--- src/rtl/picoramsoc_timer_if.sv ---
// Bus bundle for the picoramsoc iomem port as seen by one peripheral.
// The SoC side drives the request; the peripheral returns a one-cycle
// ready pulse together with the read data.
interface picoramsoc_timer_if;
  logic        iomem_valid;
  logic        iomem_ready;
  logic [3:0]  iomem_wstrb;
  logic [31:0] iomem_addr;
  logic [31:0] iomem_wdata;
  logic [31:0] iomem_rdata;

  modport master (
    output iomem_valid,
    output iomem_wstrb,
    output iomem_addr,
    output iomem_wdata,
    input  iomem_ready,
    input  iomem_rdata
  );

  modport slave (
    input  iomem_valid,
    input  iomem_wstrb,
    input  iomem_addr,
    input  iomem_wdata,
    output iomem_ready,
    output iomem_rdata
  );
endinterface

--- src/rtl/picoramsoc_timer.sv ---
// Memory-mapped 32-bit countdown timer with 16-bit prescaler for the
// picoramsoc iomem bus. Supports one-shot and periodic operation and
// raises a level interrupt (pending & irq_en) for the SoC's irq_5 line.
//
// Register map (offset = addr[4:2]):
//   0 CTRL     {irq_en, auto_reload, enable}
//   1 LOAD     reload value; writing it also restarts COUNT
//   2 COUNT    current count
//   3 STATUS   {pending}, write 1 to clear
//   4 PRESCALE cycles per tick minus one
//   5-7        read 0, writes ignored
module picoramsoc_timer #(
  parameter logic [31:0] BASE_ADDR = 32'h0300_0000
) (
  input  logic                 clk,
  input  logic                 reset,
  picoramsoc_timer_if.slave    bus,
  output logic                 irq
);

  localparam logic [2:0] OFF_CTRL     = 3'd0;
  localparam logic [2:0] OFF_LOAD     = 3'd1;
  localparam logic [2:0] OFF_COUNT    = 3'd2;
  localparam logic [2:0] OFF_STATUS   = 3'd3;
  localparam logic [2:0] OFF_PRESCALE = 3'd4;

  // Architectural state
  logic        enable_q;
  logic        auto_reload_q;
  logic        irq_en_q;
  logic [31:0] load_q;
  logic [31:0] count_q;
  logic        pending_q;
  logic [15:0] prescale_q;
  logic [15:0] pscnt_q;

  // Bus response registers
  logic        ready_q;
  logic [31:0] rdata_q;

  // Decode and strobe qualification
  logic        hit;
  logic        sel;
  logic        wr;
  logic [2:0]  off;
  logic [3:0]  strb;
  logic [31:0] wdata;

  logic        wr_ctrl;
  logic        wr_load;
  logic        wr_count;
  logic        wr_status_clr;
  logic        wr_prescale;
  logic        ctrl_stop;

  logic        tick_raw;
  logic        tick;

  logic [31:0] load_nxt;
  logic [31:0] count_nxt;
  logic [31:0] rd_val;

  // Replace the byte lanes selected by strb, keep the others.
  function automatic logic [31:0] merge_bytes(input logic [31:0] old_val,
                                              input logic [31:0] new_val,
                                              input logic [3:0]  lanes);
    logic [31:0] r;
    r = old_val;
    for (int b = 0; b < 4; b++) begin
      if (lanes[b]) r[8*b +: 8] = new_val[8*b +: 8];
    end
    return r;
  endfunction

  assign off   = bus.iomem_addr[4:2];
  assign strb  = bus.iomem_wstrb;
  assign wdata = bus.iomem_wdata;

  // Only the upper address bits select the block; ready blocks a second
  // response while the master still holds valid after the first one.
  assign hit = (bus.iomem_addr[31:8] == BASE_ADDR[31:8]);
  assign sel = bus.iomem_valid && hit && !ready_q;
  assign wr  = sel && (strb != 4'b0000);

  assign wr_ctrl       = wr && (off == OFF_CTRL) && strb[0];
  assign wr_load       = wr && (off == OFF_LOAD);
  assign wr_count      = wr && (off == OFF_COUNT);
  assign wr_status_clr = wr && (off == OFF_STATUS) && strb[0] && wdata[0];
  assign wr_prescale   = wr && (off == OFF_PRESCALE);
  assign ctrl_stop     = wr_ctrl && !wdata[0];

  assign load_nxt  = merge_bytes(load_q, wdata, strb);
  assign count_nxt = merge_bytes(count_q, wdata, strb);

  // A PRESCALE lowered below the running prescale count ticks at once
  // rather than wrapping through the full 16-bit range.
  assign tick_raw = enable_q && (pscnt_q >= prescale_q);

  // A bus write to LOAD/COUNT, or one that stops the timer, owns this edge:
  // the coincident tick is dropped entirely (no decrement, no expiry).
  assign tick = tick_raw && !ctrl_stop && !wr_load && !wr_count;

  // Read mux returns the register value as it was before this edge
  always_comb begin
    rd_val = 32'h0;
    case (off)
      OFF_CTRL:     rd_val = {29'd0, irq_en_q, auto_reload_q, enable_q};
      OFF_LOAD:     rd_val = load_q;
      OFF_COUNT:    rd_val = count_q;
      OFF_STATUS:   rd_val = {31'd0, pending_q};
      OFF_PRESCALE: rd_val = {16'd0, prescale_q};
      default:      rd_val = 32'h0;
    endcase
  end

  // One-cycle response pulse; rdata is forced to zero outside the pulse
  always_ff @(posedge clk) begin
    if (reset) begin
      ready_q <= 1'b0;
      rdata_q <= 32'h0;
    end else begin
      ready_q <= sel;
      rdata_q <= sel ? rd_val : 32'h0;
    end
  end

  // Prescale counter: free-runs while enabled, restarts on tick or reload
  always_ff @(posedge clk) begin
    if (reset) begin
      pscnt_q <= 16'd0;
    end else if (!enable_q || tick_raw || wr_load || ctrl_stop) begin
      pscnt_q <= 16'd0;
    end else begin
      pscnt_q <= pscnt_q + 16'd1;
    end
  end

  // Timer registers: tick effects first, bus writes last so the bus wins
  always_ff @(posedge clk) begin
    if (reset) begin
      enable_q      <= 1'b0;
      auto_reload_q <= 1'b0;
      irq_en_q      <= 1'b0;
      load_q        <= 32'h0;
      count_q       <= 32'h0;
      pending_q     <= 1'b0;
      prescale_q    <= 16'h0;
    end else begin
      // Clear is applied before the expiry check so a coincident expiry
      // leaves pending set.
      if (wr_status_clr) pending_q <= 1'b0;

      if (tick) begin
        if (count_q > 32'd1) begin
          count_q <= count_q - 32'd1;
        end else if (count_q == 32'd1) begin
          pending_q <= 1'b1;
          if (auto_reload_q) begin
            count_q <= load_q;
          end else begin
            count_q  <= 32'h0;
            enable_q <= 1'b0;
          end
        end else begin
          // Enabled without ever being loaded: stop quietly.
          enable_q <= 1'b0;
        end
      end

      if (wr_ctrl) begin
        enable_q      <= wdata[0];
        auto_reload_q <= wdata[1];
        irq_en_q      <= wdata[2];
      end

      if (wr_load) begin
        load_q  <= load_nxt;
        count_q <= load_nxt;
      end

      if (wr_count) count_q <= count_nxt;

      if (wr_prescale) begin
        if (strb[0]) prescale_q[7:0]  <= wdata[7:0];
        if (strb[1]) prescale_q[15:8] <= wdata[15:8];
      end
    end
  end

  assign bus.iomem_ready = ready_q;
  assign bus.iomem_rdata = rdata_q;
  assign irq             = pending_q & irq_en_q;

endmodule

--- src/flat_wrapper.sv ---
// flat-port wrapper written by rule: the top's interface ports become plain ports
module picoramsoc_timer_flat 
#(
  parameter logic [31:0] BASE_ADDR = 32'h0300_0000
)
  (clk, reset, irq, bus_iomem_valid, bus_iomem_wstrb, bus_iomem_addr, bus_iomem_wdata, bus_iomem_ready, bus_iomem_rdata);
  picoramsoc_timer_if bus_i ();
  input  logic clk;
  input  logic reset;
  output logic irq;
  input wire logic [$bits(bus_i.iomem_valid)-1:0] bus_iomem_valid;
  input wire logic [$bits(bus_i.iomem_wstrb)-1:0] bus_iomem_wstrb;
  input wire logic [$bits(bus_i.iomem_addr)-1:0] bus_iomem_addr;
  input wire logic [$bits(bus_i.iomem_wdata)-1:0] bus_iomem_wdata;
  output wire logic [$bits(bus_i.iomem_ready)-1:0] bus_iomem_ready;
  output wire logic [$bits(bus_i.iomem_rdata)-1:0] bus_iomem_rdata;
  assign bus_i.iomem_valid = bus_iomem_valid;
  assign bus_i.iomem_wstrb = bus_iomem_wstrb;
  assign bus_i.iomem_addr = bus_iomem_addr;
  assign bus_i.iomem_wdata = bus_iomem_wdata;
  assign bus_iomem_ready = bus_i.iomem_ready;
  assign bus_iomem_rdata = bus_i.iomem_rdata;
  picoramsoc_timer #(.BASE_ADDR(BASE_ADDR)) u_core (.clk(clk), .reset(reset), .bus(bus_i), .irq(irq));
endmodule
--- config.mk ---
export PLATFORM = sky130hd
export DESIGN_NAME = picoramsoc_timer_flat
export DESIGN_NICKNAME = d
export VERILOG_FILES = /design/src/rtl/picoramsoc_timer_if.sv /design/src/rtl/picoramsoc_timer.sv /design/src/flat_wrapper.sv
export SDC_FILE = /design/constraint.sdc
export NUM_CORES = 1
export LEC_CHECK = 0
export BUFFER_PORTS_ARGS = -buffer_cell sky130_fd_sc_hd__buf_2
export CAP_MARGIN = 20
export CORE_ASPECT_RATIO = 1.2
export CORE_UTILIZATION = 50
export DETAILED_ROUTE_END_ITERATION = 8
export GPL_ROUTABILITY_DRIVEN = 0
export GPL_TIMING_DRIVEN = 0
export PLACE_DENSITY = 0.86
export SYNTH_ARGS = -nofsm -noshare
export SYNTH_HDL_FRONTEND = slang
export SYNTH_SLANG_ARGS = --single-unit
--- constraint.sdc ---
create_clock -name clk -period 3.05 [get_ports clk]
set_input_delay 0.61 -clock clk [delete_from_list [all_inputs] [get_ports clk]]
set_output_delay 0.61 -clock clk [all_outputs]
set_load 0.01 [all_outputs]
[After elaboration in Yosys (flattened, before gate mapping)]
Index checks and enable logic that the tools add are counted.
Storage, ports and cells
  input bits: 71
  bits in registers: 133
  output and inout port bits: 34
  word-level logic and storage cells: 95
Operators by class
  order comparisons: 2
  muxes and demuxes: 24
  bitwise gates (word level): 2
  reduce and logical (&&, ||, !) cells: 39
  add/sub/neg operators: 2
  equal/unequal tests: 12
Operators by type and width (number)
  $mux 32: 6
  $pmux 32 s5: 1
  $mux 8: 8
  $eq 32x1->1 const B: 1
  $gt 32x1->1 const B: 1
  $sub 32x1->32 const B: 1
  $eq 24x18->1 const B: 1
  $add 16x1->16 const B: 1
  $ge 16x16->1: 1
  $logic_and 1x1->1: 16
  $reduce_and 3->1: 5
  $mux 1: 9
  $ne 2x2->1 const B: 4
  $reduce_bool 4->1: 2
  $eq 3x2->1 const B: 2
  $logic_not 1->1: 6
  $reduce_and 2->1: 2
  $reduce_or 2->1: 2
  $eq 3x1->1 const B: 1
  $eq 3x3->1 const B: 1
  $logic_not 3->1: 1
  $logic_or 1x1->1: 3
  $ne 3x3->1 const B: 1
  $reduce_bool 3->1: 1
  4 further kinds: 4

[Longest topological paths before layout]
  word-level depth: 14
  mapped depth: 11

[Worst setup path before layout]
OpenSTA, ideal clock, no wires.
  kind: reg2reg
  start: reg u_core.count_q[24]
  end: reg u_core.count_q[1]
  library setup time: 134 ps
  stages on the path, launching flop included: 10
  buffers on the path: 2
  arrival: 2796 ps
  setup slack: 120 ps
  path through: dfxtp_1 or4_4 or4_4 or4_4 buf_6 nor2_2 buf_2 nor4_1 a221oi_1 a211oi_1
On the way
  word-level cells in the longest chain between the ends: 5
Ends and longest elaborated chain
  start: declaration: line picoramsoc_timer.sv:32  | logic [31:0] count_q;
  start signal: assignment: line picoramsoc_timer.sv:155  | count_q <= count_q - 32'd1;
  start signal: assignment: line picoramsoc_timer.sv:159  | count_q <= load_q;
  start signal: assignment: line picoramsoc_timer.sv:178  | count_q <= load_nxt;
  $gt 32x1->1: line picoramsoc_timer.sv:154  | if (count_q > 32'd1) begin
  $mux 32: line picoramsoc_timer.sv:154
  $mux 32: line picoramsoc_timer.sv:153  | if (tick) begin
  $mux 32: line picoramsoc_timer.sv:176  | if (wr_load) begin
  $mux 32: line picoramsoc_timer.sv:181  | if (wr_count) count_q <= count_nxt;
Several ways; a longest one is shown, not always the timed one. The select of a mux whose other input is x is not followed.
A chain may end at the register's enable or synchronous reset.

[Final worst setup path]
  start: reg u_core.count_q[27]
  end: reg u_core.count_q[16]
Same word-level chain as after synthesis.

==> run_results.csv <==
group,metric,value,unit
power,power.share.combinational,3.7,%
logic_synthesis,dominant_cell_type_by_area_after_synthesis,"sky130_fd_sc_hd__dfxtp_1",
sta,final_hold_viol_count,0,
power,internal_power,0.00302,W
placement,detailedPlacementHpwl,15200,um
route,detail_route.vias_per_cell,6.41,
power,clock_power_share,51.5,%
setup_path,end_kind,"flip-flop",
cells_and_area,fraction_of_final_layout_cells_with_drive_strength_greater_than_1,18.8,%
placement,port_buffers,98,
cells_and_area,area_delta_synth_final,22.2,%
clock_tree,cts-buffers-inserted,17,
logic_synthesis,synth.cell_area,0.00708,mm2
setup_path,worstPathCellList,"or4_4, or4_4, or4_4, nor2_4, mux2i_1, a222oi_1, a211oi_1",
logic_synthesis,netlist.area_leader.share,37.6,%
run,cap_violations,0,
route,wl_met3,1920,um
global_routing,globalRouteOverflowTotal,0,
logic_synthesis,synth_fa_ha_area_share,3.36,%
logic_synthesis,synth_area_leaders,"sky130_fd_sc_hd__dfxtp_1 38%, sky130_fd_sc_hd__mux2i_1 7.9%, sky130_fd_sc_hd__nor2_1 7.8%, sky130_fd_sc_hd__a22oi_1 4.6%, sky130_fd_sc_hd__a21oi_1 4.5%",
route,met2RoutedLength,10500,um
setup_path,timing.critical_path.slowest_stage_cell,"sky130_fd_sc_hd__or4_4",
logic_synthesis,synth_enable_flop_cells,0,
global_routing,maximum_number_of_pins_on_one_net_before_global_route_repair,17,
sta,final.min_clock_period,3.01,ns
route,totalWireLength,22100,um
die,initial_core_util,51.3,%
sta,max-slew-margin-rel,32.8,%
route,route.vias.total,7428,
clock_tree,cts_tree,"built",
route,detailedRoute.firstIterationViolations,1022,
sta,final.setup.tns,0,ns
logic_synthesis,yosys.cell_count.top_type,"sky130_fd_sc_hd__nor2_1",
setup_path,path_class,"reg -> reg",
logic_synthesis,synth_compound_area_share,21.5,%
clock_tree,clk_pin_slew,0.06,ns
setup_path,critPathArrivalTime,3.30,ns
power,power.static_leakage,3.27,nW
sta,worst_slew_pin_slew,1.00,ns
logic_synthesis,multiplexer_share_of_the_synthesized_area,7.91,%
power,power_per_cell_area,448,mW/mm2
power,switching_power,0.000866,W
logic_synthesis,synthesis.yosys.warnings,0,
route,top_signal_layer_used,"met4",
clock_tree,hold_bufs_inserted_after_cts,0,
sta,setup_viol,0,
sta,rsz_0062_raised_after_global_routing,"yes",
route,detail_route.wirelength.met1,8340,um
logic_synthesis,synthFlopType,"sky130_fd_sc_hd__dfxtp_1",
cells_and_area,nNetsFinal,1065,
logic_synthesis,synth_top_family_by_area,"compound AO/OA/AOI/OAI gates",
sta,final-max-slew-violation-count,0,
global_routing,groute.usage.overall,29.8,%
sta,period_share,98.8,%
logic_synthesis,synth_nets,941,
logic_synthesis,yosysSeqAreaShare,37.6,%
setup_path,slowest_delay,0.60,ns
clock_tree,root_buffer,"sky130_fd_sc_hd__clkbuf_16",
logic_synthesis,synth-seq-cells,133,
die,die_w,111,um
setup_path,timing.critical_path.mode_cell,"sky130_fd_sc_hd__or4_4",
setup_path,setup.worst_path.start_class,"flip-flop",
route,first_pass_iters,7,
die,rows,47,
logic_synthesis,synth_simple_gate_area_share,21.1,%
min_path,min_path_type,"in -> reg",
die,floorplan.die.height,132,um
global_routing,first_global_vias,6993,
cells_and_area,antenna-diode-count,0,
setup_path,critical_path_required,3.34,ns
global_routing,grt_antenna_before_repair,0,
power,sequentialPowerShare,44.8,%
route,wl_per_cell,19.1,um
route,drc_errors,0,
power,peakVddDrop,491,uV
cells_and_area,fin_util,62.7,%
clock_tree,cts.htree.levels,4,
logic_synthesis,ys_types,65,
setup_path,path_max_fanout,6,
logic_synthesis,netlist_instances,851,
global_routing,grt_first_pass_wirelength,34800,um
logic_synthesis,synthesized_area_fraction_occupied_by_xor_and_xnor_cells,3.96,%
power,switching_share,22.3,%
die,design.core.area,0.0138,mm2
setup_path,critPathTopFamily,"simple AND/OR/NAND/NOR gates",
sta,final.setup_skew,0.0104,ns
die,die_area,0.0147,mm2
clock_tree,worstSkewPairLatency,0.44,ns
setup_path,worst-path-buf-inv,0,
sta,fmax,0.332,GHz
logic_synthesis,synthesis.area_per_instance,8.32,um2
route,antenna_violating_nets_post_route,0,
status,result_of_the_run,"finished clean",
logic_synthesis,postSynth.asyncResetShare,0,%
clock_tree,cts.sink_count,133,
clock_tree,cts_max_path_buffers,2,
logic_synthesis,post_synth_most_frequent_cells,"147 x sky130_fd_sc_hd__nor2_1, 133 x sky130_fd_sc_hd__dfxtp_1, 64 x sky130_fd_sc_hd__a21oi_1",
die,io_pins,105,
[power by group through the flow]
stage / Sequential (W) / Clock (W) / Combinational (W)
after detailed placement: 0.00178 / 0 / 0.000135
after global routing: 0.00174 / 0.00209 / 0.000151
final: 0.00174 / 0.00200 / 0.000145
after CTS: 0.00174 / 0.00201 / 0.000138
after floorplan: 0.00178 / 0 / 0.0000508
after global placement: 0.00178 / 0 / 0.000134
[metrics by stage]
stage          std cells  total power, W  hold slack (ns)  setup slack, ns  instance area [um2]
5_1_grt             1158         0.00398            0.446          -0.0587                 8660
4_1_cts             1157         0.00388            0.432           0.0135                 8540
3_5_place_dp        1121         0.00191            0.480           -0.618                 7790
2_1_floorplan        851         0.00183            0.437            0.120                 7080
3_3_place_gp        1120         0.00191            0.466           -0.579                 7790
6_report            1158         0.00388            0.431           0.0368                 8660
[logic make-up (layout without fill, tap and decap cells)]
family	Yosys count	in the layout
compound gates	216	216
xor+xnor	32	32
fa+ha+maj	19	19
buf+inv	84	220
flops	133	133
mux	56	56
simple gates	311	311
[placed cells by master, fill, tap and decap left out, types with 6 or more instances in the layout]
| cell type | instances |
|---|---|
| sky130_fd_sc_hd__a211oi_1 | 13 |
| sky130_fd_sc_hd__a21oi_1 | 64 |
| sky130_fd_sc_hd__a22o_1 | 8 |
| sky130_fd_sc_hd__a22oi_1 | 43 |
| sky130_fd_sc_hd__a311oi_1 | 12 |
| sky130_fd_sc_hd__and3_1 | 11 |
| sky130_fd_sc_hd__buf_2 | 100 |
| sky130_fd_sc_hd__buf_4 | 9 |
| sky130_fd_sc_hd__clkbuf_1 | 44 |
| sky130_fd_sc_hd__clkbuf_16 | 17 |
| sky130_fd_sc_hd__clkbuf_2 | 6 |
| sky130_fd_sc_hd__dfxtp_1 | 129 |
| sky130_fd_sc_hd__ha_1 | 19 |
| sky130_fd_sc_hd__inv_1 | 27 |
| sky130_fd_sc_hd__mux2i_1 | 56 |
| sky130_fd_sc_hd__nand2_1 | 38 |
| sky130_fd_sc_hd__nand3_1 | 10 |
| sky130_fd_sc_hd__nand4_1 | 15 |
| sky130_fd_sc_hd__nor2_1 | 145 |
| sky130_fd_sc_hd__nor2b_1 | 6 |
| sky130_fd_sc_hd__nor3_1 | 18 |
| sky130_fd_sc_hd__nor4_1 | 13 |
| sky130_fd_sc_hd__o21ai_0 | 18 |
| sky130_fd_sc_hd__o31ai_1 | 7 |
| sky130_fd_sc_hd__or3_1 | 7 |
| sky130_fd_sc_hd__xnor2_1 | 14 |
| sky130_fd_sc_hd__xor2_1 | 18 |
[worst paths after layout]
path / endpoint / slack (ns) / depth (start not counted) / start
max: u_core.count_q[16]$_SDFFE_PP0P_ / 0.04 / 7 / u_core.count_q[27]$_SDFFE_PP0P_
min: u_core.load_q[21]$_SDFFE_PP0N_ / 0.43 / 3 / bus_iomem_wdata[21]
max reg2reg: u_core.count_q[16]$_SDFFE_PP0P_ / 0.04 / 7 / u_core.count_q[27]$_SDFFE_PP0P_
min reg2reg: u_core.pscnt_q[0]$_SDFF_PP0_ / 0.45 / 1 / u_core.pscnt_q[0]$_SDFF_PP0_
[area by class of cell]
| cell class | count | area, um2 |
|---|---|---|
| Fill cell | 1137 | 5160 |
| Multi-Input combinational cell | 634 | 4270 |
| Sequential cell | 133 | 2670 |
| Timing Repair Buffer | 112 | 634 |
| Clock buffer | 22 | 464 |
| Tap cell | 171 | 214 |
| Buffer | 50 | 208 |
| Clock inverter | 9 | 104 |
| Inverter | 27 | 101 |
[registers in the layout, summed over array words and instances, names as in the netlist]
signal,cells
u_core.bus.iomem_ready,1
u_core.bus.iomem_rdata,32
u_core.count_q,32
u_core.irq_en_q,1
u_core.pending_q,1
u_core.auto_reload_q,1
u_core.load_q,32
u_core.enable_q,1
u_core.prescale_q,16
u_core.pscnt_q,16
[worst min-delay path: cells and delay by family]
| kind | cells | cell delay, ns |
|---|---|---|
| and+or+nand+nor | 1 | 0.07 |
| buffers and inverters | 1 | 0.09 |
| muxes | 1 | 0.06 |
[routing by layer]
layer  global-route usage, %  vias to the layer above
li1                        -                     3362
met1                    33.4                     3455
met2                    49.4                      483
met3                    7.36                      128
met4                    20.9                        0
met5                       0                        -
[repair_timing]
item | in CTS | in global routing
resized for setup | 21 | 29
endpoints found under the setup margin | 48 | 49
setup buffers | 8 | 5
pin swaps | 7 | 11
hold endpoints to repair | 0 | 0
cloned | 0 | 0
Power figures use the tool's default switching activity.
